`src/rtl/rv32i_defs.sv`:
```
// rv32i_defs: shared RV32I load/store definitions.
//   load_funct3_t   funct3 encodings for LB/LH/LW/LBU/LHU
//   store_funct3_t  funct3 encodings for SB/SH/SW
//   access_size()   access width in bytes for a funct3
//   funct3_bad()    1 when funct3 is not a legal load/store encoding
package rv32i_defs;

   typedef enum logic [2:0] {
      LB  = 3'd0,
      LH  = 3'd1,
      LW  = 3'd2,
      LBU = 3'd4,
      LHU = 3'd5
   } load_funct3_t;

   typedef enum logic [2:0] {
      SB = 3'd0,
      SH = 3'd1,
      SW = 3'd2
   } store_funct3_t;

   // The low two funct3 bits encode the width for both loads and stores.
   function automatic logic [2:0] access_size(input logic [2:0] funct3);
      case (funct3[1:0])
         2'd0:    return 3'd1;
         2'd1:    return 3'd2;
         default: return 3'd4;
      endcase
   endfunction

   function automatic logic funct3_bad(input logic we, input logic [2:0] funct3);
      if (we) return funct3 > SW;
      return (funct3 == 3'd3) || (funct3 > LHU);
   endfunction

endpackage

```
`src/rtl/lsu_data_align.sv`:
```
// lsu_data_align: combinational data path of the load/store unit.
//   funct3      in   3   access type
//   mem_word    in   32  word read from data_memory at the access address
//   wdata       in   32  store data (rs2)
//   load_data   out  32  sign/zero-extended load result
//   store_word  out  32  mem_word with its low byte/halfword replaced (SB/SH),
//                        or wdata unchanged (SW)
// data_memory returns the addressed byte in bits [7:0], so no lane shifting.
module lsu_data_align
   import rv32i_defs::*;
(
   input  logic [2:0]  funct3,
   input  logic [31:0] mem_word,
   input  logic [31:0] wdata,
   output logic [31:0] load_data,
   output logic [31:0] store_word
);

   always_comb begin
      // NOTE: every output gets a default first so no path leaves it unassigned (no latch).
      load_data = mem_word;
      case (load_funct3_t'(funct3))
         LB:      load_data = {{24{mem_word[7]}}, mem_word[7:0]};
         LH:      load_data = {{16{mem_word[15]}}, mem_word[15:0]};
         LBU:     load_data = {24'd0, mem_word[7:0]};
         LHU:     load_data = {16'd0, mem_word[15:0]};
         default: load_data = mem_word;
      endcase
   end

   always_comb begin
      store_word = wdata;
      case (store_funct3_t'(funct3))
         SB:      store_word = {mem_word[31:8], wdata[7:0]};
         SH:      store_word = {mem_word[31:16], wdata[15:0]};
         default: store_word = wdata;
      endcase
   end

endmodule

```
`src/rtl/load_store_unit.sv`:
```
// load_store_unit: memory-stage LSU between RV32I execute and a word-write data_memory.
//   clk, rst_n                      clock, async active-low reset
//   req_valid/req_ready             request handshake (ready low during RMW write phase)
//   req_we, req_funct3, req_addr,
//   req_wdata                       access description from execute
//   rsp_valid, rsp_rdata, rsp_err   one registered response per accepted request
//   mem_addr, mem_write_enable,
//   mem_write_data, mem_read_data   data_memory port (combinational read)
// SB/SH are read-modify-write: the merged word is captured on accept and
// written during the following RMW_WRITE cycle.
module load_store_unit
   import rv32i_defs::*;
#(
   parameter int MEM_BYTES  = 32,
   parameter int ADDR_WIDTH = $clog2(MEM_BYTES)
) (
   input  logic                  clk,
   input  logic                  rst_n,
   input  logic                  req_valid,
   output logic                  req_ready,
   input  logic                  req_we,
   input  logic [2:0]            req_funct3,
   input  logic [31:0]           req_addr,
   input  logic [31:0]           req_wdata,
   output logic                  rsp_valid,
   output logic [31:0]           rsp_rdata,
   output logic                  rsp_err,
   output logic [ADDR_WIDTH-1:0] mem_addr,
   output logic                  mem_write_enable,
   output logic [31:0]           mem_write_data,
   input  logic [31:0]           mem_read_data
);

   typedef enum logic {IDLE, RMW_WRITE} lsu_state_t;

   lsu_state_t            state;
   logic [ADDR_WIDTH-1:0] cap_addr;
   logic [31:0]           cap_word;

   logic        accept;
   logic        req_err;
   logic        is_sw;
   logic        is_partial_store;
   logic [32:0] end_addr;
   logic [31:0] load_data;
   logic [31:0] store_word;

   lsu_data_align u_align (
      .funct3     (req_funct3),
      .mem_word   (mem_read_data),
      .wdata      (req_wdata),
      .load_data  (load_data),
      .store_word (store_word)
   );

   assign req_ready = (state == IDLE);
   assign accept    = req_valid && req_ready;

   // One extra bit so addresses near 2^32 cannot wrap past the range check.
   assign end_addr = {1'b0, req_addr} + {30'd0, access_size(req_funct3)};
   assign req_err  = funct3_bad(req_we, req_funct3) || (end_addr > 33'(MEM_BYTES));

   assign is_sw            = req_we && (req_funct3 == SW);
   assign is_partial_store = req_we && !req_err && !is_sw;

   assign mem_addr       = (state == RMW_WRITE) ? cap_addr : req_addr[ADDR_WIDTH-1:0];
   assign mem_write_data = (state == RMW_WRITE) ? cap_word : req_wdata;
   // Gated by rst_n so a reset landing mid-RMW (or during a held SW) never writes.
   assign mem_write_enable = rst_n &&
                             ((state == RMW_WRITE) || (accept && is_sw && !req_err));

   always_ff @(posedge clk or negedge rst_n) begin
      if (!rst_n) begin
         state     <= IDLE;
         // NOTE: capture registers are reset too, so nothing stale leaks after an aborted RMW.
         cap_addr  <= '0;
         cap_word  <= '0;
         rsp_valid <= 1'b0;
         rsp_rdata <= '0;
         rsp_err   <= 1'b0;
      end else begin
         // NOTE: non-blocking assignments keep every register updating from pre-edge values.
         rsp_valid <= 1'b0;
         rsp_err   <= 1'b0;
         rsp_rdata <= '0;
         case (state)
            IDLE: begin
               if (accept) begin
                  rsp_valid <= !is_partial_store;
                  rsp_err   <= req_err;
                  if (!req_we && !req_err) rsp_rdata <= load_data;
                  if (is_partial_store) begin
                     cap_addr <= req_addr[ADDR_WIDTH-1:0];
                     cap_word <= store_word;
                     state    <= RMW_WRITE;
                  end
               end
            end
            RMW_WRITE: begin
               rsp_valid <= 1'b1;
               state     <= IDLE;
            end
            default: state <= IDLE;
         endcase
      end
   end

endmodule

```
`config.mk`:
```
export PLATFORM = sky130hd
export DESIGN_NAME = load_store_unit
export DESIGN_NICKNAME = d
export VERILOG_FILES = /design/src/rtl/rv32i_defs.sv /design/src/rtl/lsu_data_align.sv /design/src/rtl/load_store_unit.sv
export SDC_FILE = /design/constraint.sdc
export NUM_CORES = 1
export LEC_CHECK = 0
export CAP_MARGIN = 20
export CORE_MARGIN = 8
export CORE_UTILIZATION = 40
export DETAILED_ROUTE_END_ITERATION = 7
export PLACE_DENSITY = 0.86
export SLEW_MARGIN = 0
export SYNTH_ARGS = -nofsm -noshare
export SYNTH_HDL_FRONTEND = slang
export SYNTH_SLANG_ARGS = --single-unit
export TNS_END_PERCENT = 20
```
`constraint.sdc`:
```
create_clock -name clk -period 5.1 [get_ports clk]
set_input_delay 0.765 -clock clk [delete_from_list [all_inputs] [get_ports clk]]
set_output_delay 0.765 -clock clk [all_outputs]
set_load 0.005 [all_outputs]
```
==> results.txt, run 1 <==
----------------------------------------------------
[Final layout]
  Total inserted antenna cells ... 0
  Nets@finish ... 715
  Signed area change from the synthesized netlist to the final layout ... 52.31%
  Non-filler cells, final ... 755
  Ratio of cells with drive above 1 in the final layout ... 31.21%
  Area of all placed cells without fillers ... 0.006962 mm²

[Setup path]
  Maximum fanout encountered on the critical timing path ... 7
  Critical Path Source ... req_funct3[1]
  Cell-by-cell listing of the critical path ... clkdlybuf4s50_1 -> or2_2 -> inv_1 -> ha_2 -> fa_2 -> a21oi_4 -> nor4_4 -> buf_4 -> nand3_1 -> nor3_1 -> o2111ai_1 -> or4b_4 -> o21ai_1 -> clkbuf_2
  Slowest-stage cell, CP ... sky130_fd_sc_hd__or4b_4
  WS Path Type ... in2out
  Worst R2R Path Depth ... 6
  Maximum cell stage delay along the critical path ... 560 ps
  Arrival time at the worst endpoint ... 4150 ps
  Startpoint type of the worst setup path ... input port
  CP required ... 4340 ps
  Startpoint of the worst register-to-register path ... state$_DFF_PN0_
  Worst Setup End Kind ... primary output

[CTS]
  Clock tree from TritonCTS ... done
  Clk pin slew, worst setup/hold paths ... 60 ps
  Worst-case clock buffer depth ... 2
  Worst skew pair latency ... 330 ps
  # clock sinks ... 72
  Maximum level of the CTS H-tree ... 3
  Number of clock buffers inserted by TritonCTS ... 9
  Number of hold buffers added after cts ... 0
  CTS root buf ... sky130_fd_sc_hd__clkbuf_16

[Synth]
  Main area contributors after synthesis ... sky130_fd_sc_hd__dfrtp_1 39%, sky130_fd_sc_hd__mux2_2 21%, sky130_fd_sc_hd__nor3_2 6.8%, sky130_fd_sc_hd__a21oi_1 3.2%, sky130_fd_sc_hd__mux2_1 3.0%
  Synthesized Nets ... 515
  Top cell type's share of synthesized area ... 39.42%
  Post-synth EDFFs ... 0
  Part of the Yosys area used for sequential elements ... 39.42%
  Share of flip-flops with an asynchronous set or reset after synthesis ... 100.0%
  Total of warnings raised by yosys ... 0
  Cell type with the largest total area after synthesis ... sky130_fd_sc_hd__dfrtp_1
  Post-Syn Area ... 0.004571 mm²
  Register bit total from synthesis ... 72
  Most used flip-flop cell after synthesis ... sky130_fd_sc_hd__dfrtp_1
  Synth Area per Inst ... 11.20 µm²
  Gate count after technology mapping ... 408
  Number of unique standard cell types used by synthesis ... 67

[Die]
  I/O pin total ... 176
  Die Footprint ... 0.01510 mm²
  Overall die width ... 122.9 µm
  Die span in y ... 122.9 µm
  Standard cell core area ... 0.01127 mm²
  Starting Density ... 40.55%
  Std cell rows ... 39

[GRT]
  Overall Global Routing Usage ... 20.48%
  Number of global-route vias before repair ... 4,485
  Number of antenna violations at the first check in global routing ... 1
  Pin count of the biggest net entering global routing ... 47
  First-pass GRT wire length ... 24,340 µm
  Congestion Overflow GR ... 0

[Timing]
  Transition time of the tightest slew-check pin ... 1091 ps
  Final TNS setup ... 0 ps
  Achievable frequency ... 203.3 MHz
  Post-route clock period utilization ... 96.44%
  Worst Skew ... 4.019 ps
  Final period demand of the worst path ... 4919 ps
  Max-slew violations ... 0
  Max-slew headroom ... 27.24%
  Hold_ws ... 359.8 ps
  RSZ-0062 raised after global routing ... no
  Number of setup violations in the final report ... 0
  Endpoints failing hold ... 0

[Pwr]
  Worst-case vdd ir drop ... 0.1802 mV
  Leakage component of the power ... 2.820 nW
  Power density relative to cell area ... 204.4 mW/mm²
  Power, Total ... 1.423 mW

[Route]
  Number of DRC markers in iteration 0 ... 232
  Total DRC errors in the routed layout ... 0
  Aggregate routed wire length ... 15,450 µm
  Routed via count ... 4,157
  Number of nets still failing antenna checks after routing ... 0
  Detailed-route vias per instance ... 5.506
  Average routed wire per standard cell ... 20.47 µm
  Number of optimization iterations in the first detailed-route pass ... 6

[Job]
  Maximum capacitance violations ... 0

[Min path]
  Class of the most critical hold timing path ... in2async

[Place]
  DP Cell Count ... 737
  Total of buffers placed on input and output ports ... 175
  Final weighted congestion of routability-driven global placement ... 0.8595
  Half-perimeter wire length after detailed placement ... 11,650 µm
  Placement Cell Area ... 0.006651 mm²

[Status]
  Status ... complete, no violations

----------------------------------------------------
==> placed cells by master (no fill, tap or decap), types with 4 or more instances in the layout <==
cell                              count
sky130_fd_sc_hd__clkdlybuf4s50_1    173
sky130_fd_sc_hd__mux2_2              87
sky130_fd_sc_hd__dfrtp_1             71
sky130_fd_sc_hd__buf_4               39
sky130_fd_sc_hd__nor3_2              32
sky130_fd_sc_hd__a21oi_1             29
sky130_fd_sc_hd__inv_1               15
sky130_fd_sc_hd__nand2_1             12
sky130_fd_sc_hd__mux2_1              12
sky130_fd_sc_hd__nand3_1             10
sky130_fd_sc_hd__nor2_1              10
sky130_fd_sc_hd__clkbuf_16            9
sky130_fd_sc_hd__nand4_1              7
sky130_fd_sc_hd__nor3_1               6
sky130_fd_sc_hd__xnor2_1              4
sky130_fd_sc_hd__nor4_1               4
sky130_fd_sc_hd__and4_1               4
sky130_fd_sc_hd__o21ai_0              4
sky130_fd_sc_hd__o2111ai_1            4
sky130_fd_sc_hd__clkbuf_1             4
==> per-stage QoR <==
step | worst slack [ps] | util (%)
final | 181.5 | 61.76
after floorplan | 81.65 | -
after CTS | 35.37 | 61.49
after detailed placement | -468.0 | 59.01
after global placement | -324.1 | 59.01
after global routing | 58.81 | 61.76
==> Yosys cell counts, types with 4 or more instances <==
library cell and instances:
sky130_fd_sc_hd__o2111ai_1 4, sky130_fd_sc_hd__and4_1 4, sky130_fd_sc_hd__nor2_1 10, sky130_fd_sc_hd__nand4_1 7, sky130_fd_sc_hd__a21oi_1 29, sky130_fd_sc_hd__nand3_1 10, sky130_fd_sc_hd__dfrtp_1 72, sky130_fd_sc_hd__buf_4 4
sky130_fd_sc_hd__nor3_1 7, sky130_fd_sc_hd__o21ai_0 6, sky130_fd_sc_hd__buf_1 5, sky130_fd_sc_hd__mux2_2 87, sky130_fd_sc_hd__mux2_1 12, sky130_fd_sc_hd__nor3_2 31, sky130_fd_sc_hd__nand2_1 12, sky130_fd_sc_hd__inv_1 15
sky130_fd_sc_hd__xnor2_1 4, sky130_fd_sc_hd__nor4_1 4, sky130_fd_sc_hd__clkbuf_1 10
==> power by group <==
part	internal [mW]	total [mW]	switching, mW	leakage [nW]
registers	0.572	0.573	0.000416	1.00
clock network	0.340	0.568	0.229	0.127
logic	0.160	0.282	0.122	1.69
total	1.07	1.42	0.351	2.82
==> area by class of cell <==
type	count	area (µm²)
inverter	15	56.30
clock inverter	1	5.005
sequential	72	1803
clock buffer	14	254.0
fill	932	4310
multi-input combinational	296	2624
tap	143	178.9
timing repair buffer	214	2041
==> path summary, 6_finish.rpt <==
check	endpoint	slack [ps]
max	mem_write_enable	180
max in group asynchronous	state$_DFF_PN0_	3780
min	rsp_err$_DFF_PN0_	360
max reg2reg	cap_word[18]$_DFFE_PN0P_	2560
min in group clk	cap_word[8]$_DFFE_PN0P_	480
min reg2reg	cap_word[8]$_DFFE_PN0P_	480
==> state kept, by name, indices dropped and copies added, names as in the netlist <==
name and flops:
rsp_valid 1, rsp_rdata 32, cap_addr 5, state 1
rsp_err 1, cap_word 32
==> logic make-up after synthesis <==
family | Yosys count | share of synthesized area [%]
compound gates | 66 | 10.24
xor+xnor | 6 | 1.150
fa+ha+maj | 4 | 1.259
buf+inv | 40 | 4.188
flops | 72 | 39.42
mux | 100 | 24.61
simple gates | 120 | 19.13
==> routing by layer <==
layer / part of all wire [%] / wire length, µm / GRT usage (%) / up-vias
li1: - / - / - / 1931
met1: 39 / 6077 / 23.53 / 2056
met2: 50 / 7782 / 34.79 / 147
met3: 8.6 / 1322 / 7.306 / 21
met4: 1.7 / 260 / 6.855 / 2
met5: 0.071 / 11 / 0 / -
==> worst max-delay path, delay by kind of cell <==
| kind | cells | cell delay, ps |
|---|---|---|
| buffers and inverters | 4 | 850 |
| and+or+nand+nor | 5 | 1660 |
| AOI/OAI and AO/OA | 3 | 420 |
| adders and majority gates | 2 | 450 |
==> timing repair <==
action,in CTS,in global routing
endpoints found under the setup margin,1,1
gates resized for setup,7,4
setup buffers,0,2
pin swaps,2,4
hold endpoints to repair,0,0
Power figures use the tool's default switching activity.
==> inputs of run 2 (changes only) <==
--- a/config.mk
+++ b/config.mk
@@ -9,7 +9,7 @@
 export CORE_MARGIN = 8
 export CORE_UTILIZATION = 40
 export DETAILED_ROUTE_END_ITERATION = 7
-export PLACE_DENSITY = 0.86
+export PLACE_DENSITY = 0.77
 export SLEW_MARGIN = 0
 export SYNTH_ARGS = -nofsm -noshare
 export SYNTH_HDL_FRONTEND = slang
==> run 2 against run 1 <==
Global-route usage about the same. Fmax up 0.61%. Hold slack worse by 120 ps. Worst setup slack better by 30 ps. Via count up 0.65%. Wire length about the same. Combinational power up 3%. Die area unchanged. Critical path depth unchanged. First-iteration DRC count up 6.5%. Flip-flop and latch count unchanged. Critical path type unchanged. Highest routed layer is now met4.
==> results.txt, run 2 (same netlist as run 1, synthesis figures left out) <==
----------------------------------------------------
[Final layout]
  Final-layout fill cell count ... 894 (-4.1%)
  Signed area change from the synthesized netlist to the final layout ... 56.72%
  Registers with the most flip-flops ... cap_word x32, rsp_rdata x32, cap_addr x5
  Area of all placed cells without fillers ... 0.007163 mm² (+2.9%)
  Total inserted antenna cells ... 0 (unchanged)
  FF/Latch Area ... 0.001803 mm² (unchanged)
  Top library cells by usage in the layout, fill and taps aside ... 173 x sky130_fd_sc_hd__clkdlybuf4s50_1, 87 x sky130_fd_sc_hd__mux2_2, 71 x sky130_fd_sc_hd__dfrtp_1
  Combined area of the multi-input logic cells ... 0.002636 mm² (+0.48%)
  Nets@finish ... 727 (+1.7%)
  Non-filler cells, final ... 768 (+1.7%)
  Ratio of cells with drive above 1 in the final layout ... 33.76% (+2.6 points)
  Most common cell after layout, fill and taps aside ... sky130_fd_sc_hd__clkdlybuf4s50_1

[Setup path]
  WS Path Type ... in2out
  Arrival time at the worst endpoint ... 4120 ps (-30 ps)
  Worst R2R Path Depth ... 6 (unchanged)
  Worst Setup End Kind ... primary output
  Worst r2r dst ... cap_word[15]$_DFFE_PN0P_
  Startpoint type of the worst setup path ... input port
  Maximum cell stage delay along the critical path ... 510 ps (-50 ps)
  Most frequent cell on the critical path ... sky130_fd_sc_hd__or2_2
  Cell-by-cell listing of the critical path ... clkdlybuf4s50_1 -> or2_2 -> inv_1 -> ha_2 -> fa_2 -> a21oi_4 -> buf_4 -> or2_2 -> o41a_1 -> o21ai_2 -> nand3_1 -> or4b_4 -> o21ai_0 -> clkdlybuf4s15_2
  Maximum fanout encountered on the critical timing path ... 4 (-3)
  Worst setup slack for register-to-register paths ... 2530 ps (-30 ps)
  CP required ... 4340 ps (about the same)
  Startpoint of the worst register-to-register path ... state$_DFF_PN0_
  Slowest-stage cell, CP ... sky130_fd_sc_hd__or4b_4

[Die]
  Die span in y ... 122.9 µm (unchanged)
  Std cell rows ... 39 (unchanged)
  Standard cell core area ... 0.01127 mm² (unchanged)
  Overall die width ... 122.9 µm (unchanged)
  Starting Density ... 40.55% (unchanged)
  I/O pin total ... 176 (unchanged)
  Die Footprint ... 0.01510 mm² (unchanged)

[Pwr]
  Power, Total ... 1.586 mW (+11%)
  Leakage component of the power ... 2.921 nW (+3.6%)
  Power density relative to cell area ... 221.4 mW/mm² (+8.3%)
  Worst-case vdd ir drop ... 0.1642 mV (-8.9%)

[Timing]
  Max-slew violations ... 0 (unchanged)
  Max-slew headroom ... 29.79% (+2.6 points)
  Achievable frequency ... 204.6 MHz (+0.61%)
  Hold_ws ... 236.4 ps (-123.3 ps)
  Endpoints failing hold ... 0 (unchanged)
  Final period demand of the worst path ... 4888 ps (-30.06 ps)
  Final TNS setup ... 0 ps (unchanged)
  Transition time of the tightest slew-check pin ... 1047 ps (-44.03 ps)
  Number of setup violations in the final report ... 0 (unchanged)
  RSZ-0062 raised after global routing ... no
  Post-route clock period utilization ... 95.85% (-0.59 points)
  Worst Skew ... 4.915 ps (+0.8956 ps)

[Route]
  Number of optimization iterations in the first detailed-route pass ... 4 (-2)
  Number of nets still failing antenna checks after routing ... 0 (unchanged)
  Aggregate routed wire length ... 15,460 µm (about the same)
  Routed via count ... 4,184 (+0.65%)
  Total DRC errors in the routed layout ... 0 (unchanged)
  Average routed wire per standard cell ... 20.13 µm (-1.6%)
  Number of DRC markers in iteration 0 ... 247 (+6.5%)
  Detailed-route vias per instance ... 5.448 (-1.1%)

[CTS]
  Number of hold buffers added after cts ... 0 (unchanged)
  Worst-case clock buffer depth ... 2 (unchanged)
  Worst skew pair latency ... 330 ps (about the same)
  Clk pin slew, worst setup/hold paths ... 60 ps (about the same)
  Number of clock buffers inserted by TritonCTS ... 9 (unchanged)
  Clock tree from TritonCTS ... done
  Maximum level of the CTS H-tree ... 3 (unchanged)
  # clock sinks ... 72 (unchanged)
  CTS root buf ... sky130_fd_sc_hd__clkbuf_16

[Place]
  Half-perimeter wire length after detailed placement ... 11,600 µm (-0.48%)
  DP Cell Count ... 751 (+1.9%)
  Total of buffers placed on input and output ports ... 175 (unchanged)
  Final weighted congestion of routability-driven global placement ... 0.8528 (-0.78%)
  Placement Cell Area ... 0.006769 mm² (+1.8%)

[GRT]
  Most used routing layer ... met2
  Global routing usage on met1 ... 24.22% (+0.69 points)
  Met3 capacity usage during global routing ... 7.717% (+0.41 points)
  Overall Global Routing Usage ... 20.44% (-0.044 points)
  First-pass GRT wire length ... 24,090 µm (-1.1%)
  Global routing met2 resource utilization ... 33.71% (-1.1 points)
  Number of antenna violations at the first check in global routing ... 0 (-1)
  Congestion Overflow GR ... 0 (unchanged)
  Pin count of the biggest net entering global routing ... 67 (+43%)
  Number of global-route vias before repair ... 4,471 (-0.31%)

[Job]
  Maximum capacitance violations ... 0 (unchanged)

[Status]
  Status ... complete, no violations

[Min path]
  Class of the most critical hold timing path ... in2async

----------------------------------------------------
run 2: cell count changes in the layout (fill, tap and decap cells not counted), sizes merged:
cell / previous run / this run
buf: 40 / 52
bufinv: 0 / 3
clkbuf: 15 / 9
clkdlybuf4s15: 0 / 1
clkinv: 1 / 3
inv: 15 / 16
run 2: worst max-delay path by stage:
stage | startpoint | endpoint | slack (ps) | cells past startpoint
after floorplan | req_funct3[1] | mem_write_enable | 80 | 16
after global placement | req_funct3[1] | mem_write_enable | -390 | 13
after detailed placement | req_funct3[1] | mem_write_enable | -450 | 13
after CTS | req_funct3[1] | mem_write_enable | 10 | 14
after global routing | req_funct3[1] | mem_write_enable | 30 | 13
final | req_funct3[1] | mem_write_enable | 210 | 14
run 2: area by class of cell:
cell class	count	share of cell area, %
sequential	72	25.17
timing repair buffer	226	29.96
tap	143	2.498
clock buffer	9	3.144
clock inverter	7	1.642
multi-input combinational	296	36.80
inverter	15	0.7860
run 2: per-layer routing:
layer,routed length (µm),vias up
met2,7391,145
met3,1317,20
met5,0,-
li1,-,1960
met4,226,0
met1,6528,2059
run 2: worst max-delay path, delay by kind of cell:
| family | cells | cell delay (ps) |
|---|---|---|
| AND/OR/NAND/NOR | 4 | 1210 |
| buffers and inverters | 4 | 890 |
| AO/OA/AOI/OAI | 4 | 810 |
| adder cells (fa/ha/maj) | 2 | 440 |
run 2: what timing repair did:
action | in CTS | in global routing
setup endpoints to repair | 1 | 1
gates resized for setup | 9 | 5
buffers inserted | 1 | 0
endpoints found under the hold margin | 0 | 0
pin swaps | 1 | 1
run 2: report_power, final:
part	internal [mW]	leakage (nW)	total (mW)	switching (mW)
Clock	0.478	0.170	0.723	0.245
Combinational	0.167	1.75	0.290	0.123
Sequential	0.572	1.00	0.573	0.000464
Total	1.22	2.92	1.59	0.369
run 2: metrics by stage:
step	util (%)	setup slack, ps
after floorplan	-	81.65
after global placement	59.98	-389.7
after detailed placement	60.05	-451.1
after CTS	63.38	12.08
after global routing	63.55	34.87
final	63.55	211.5
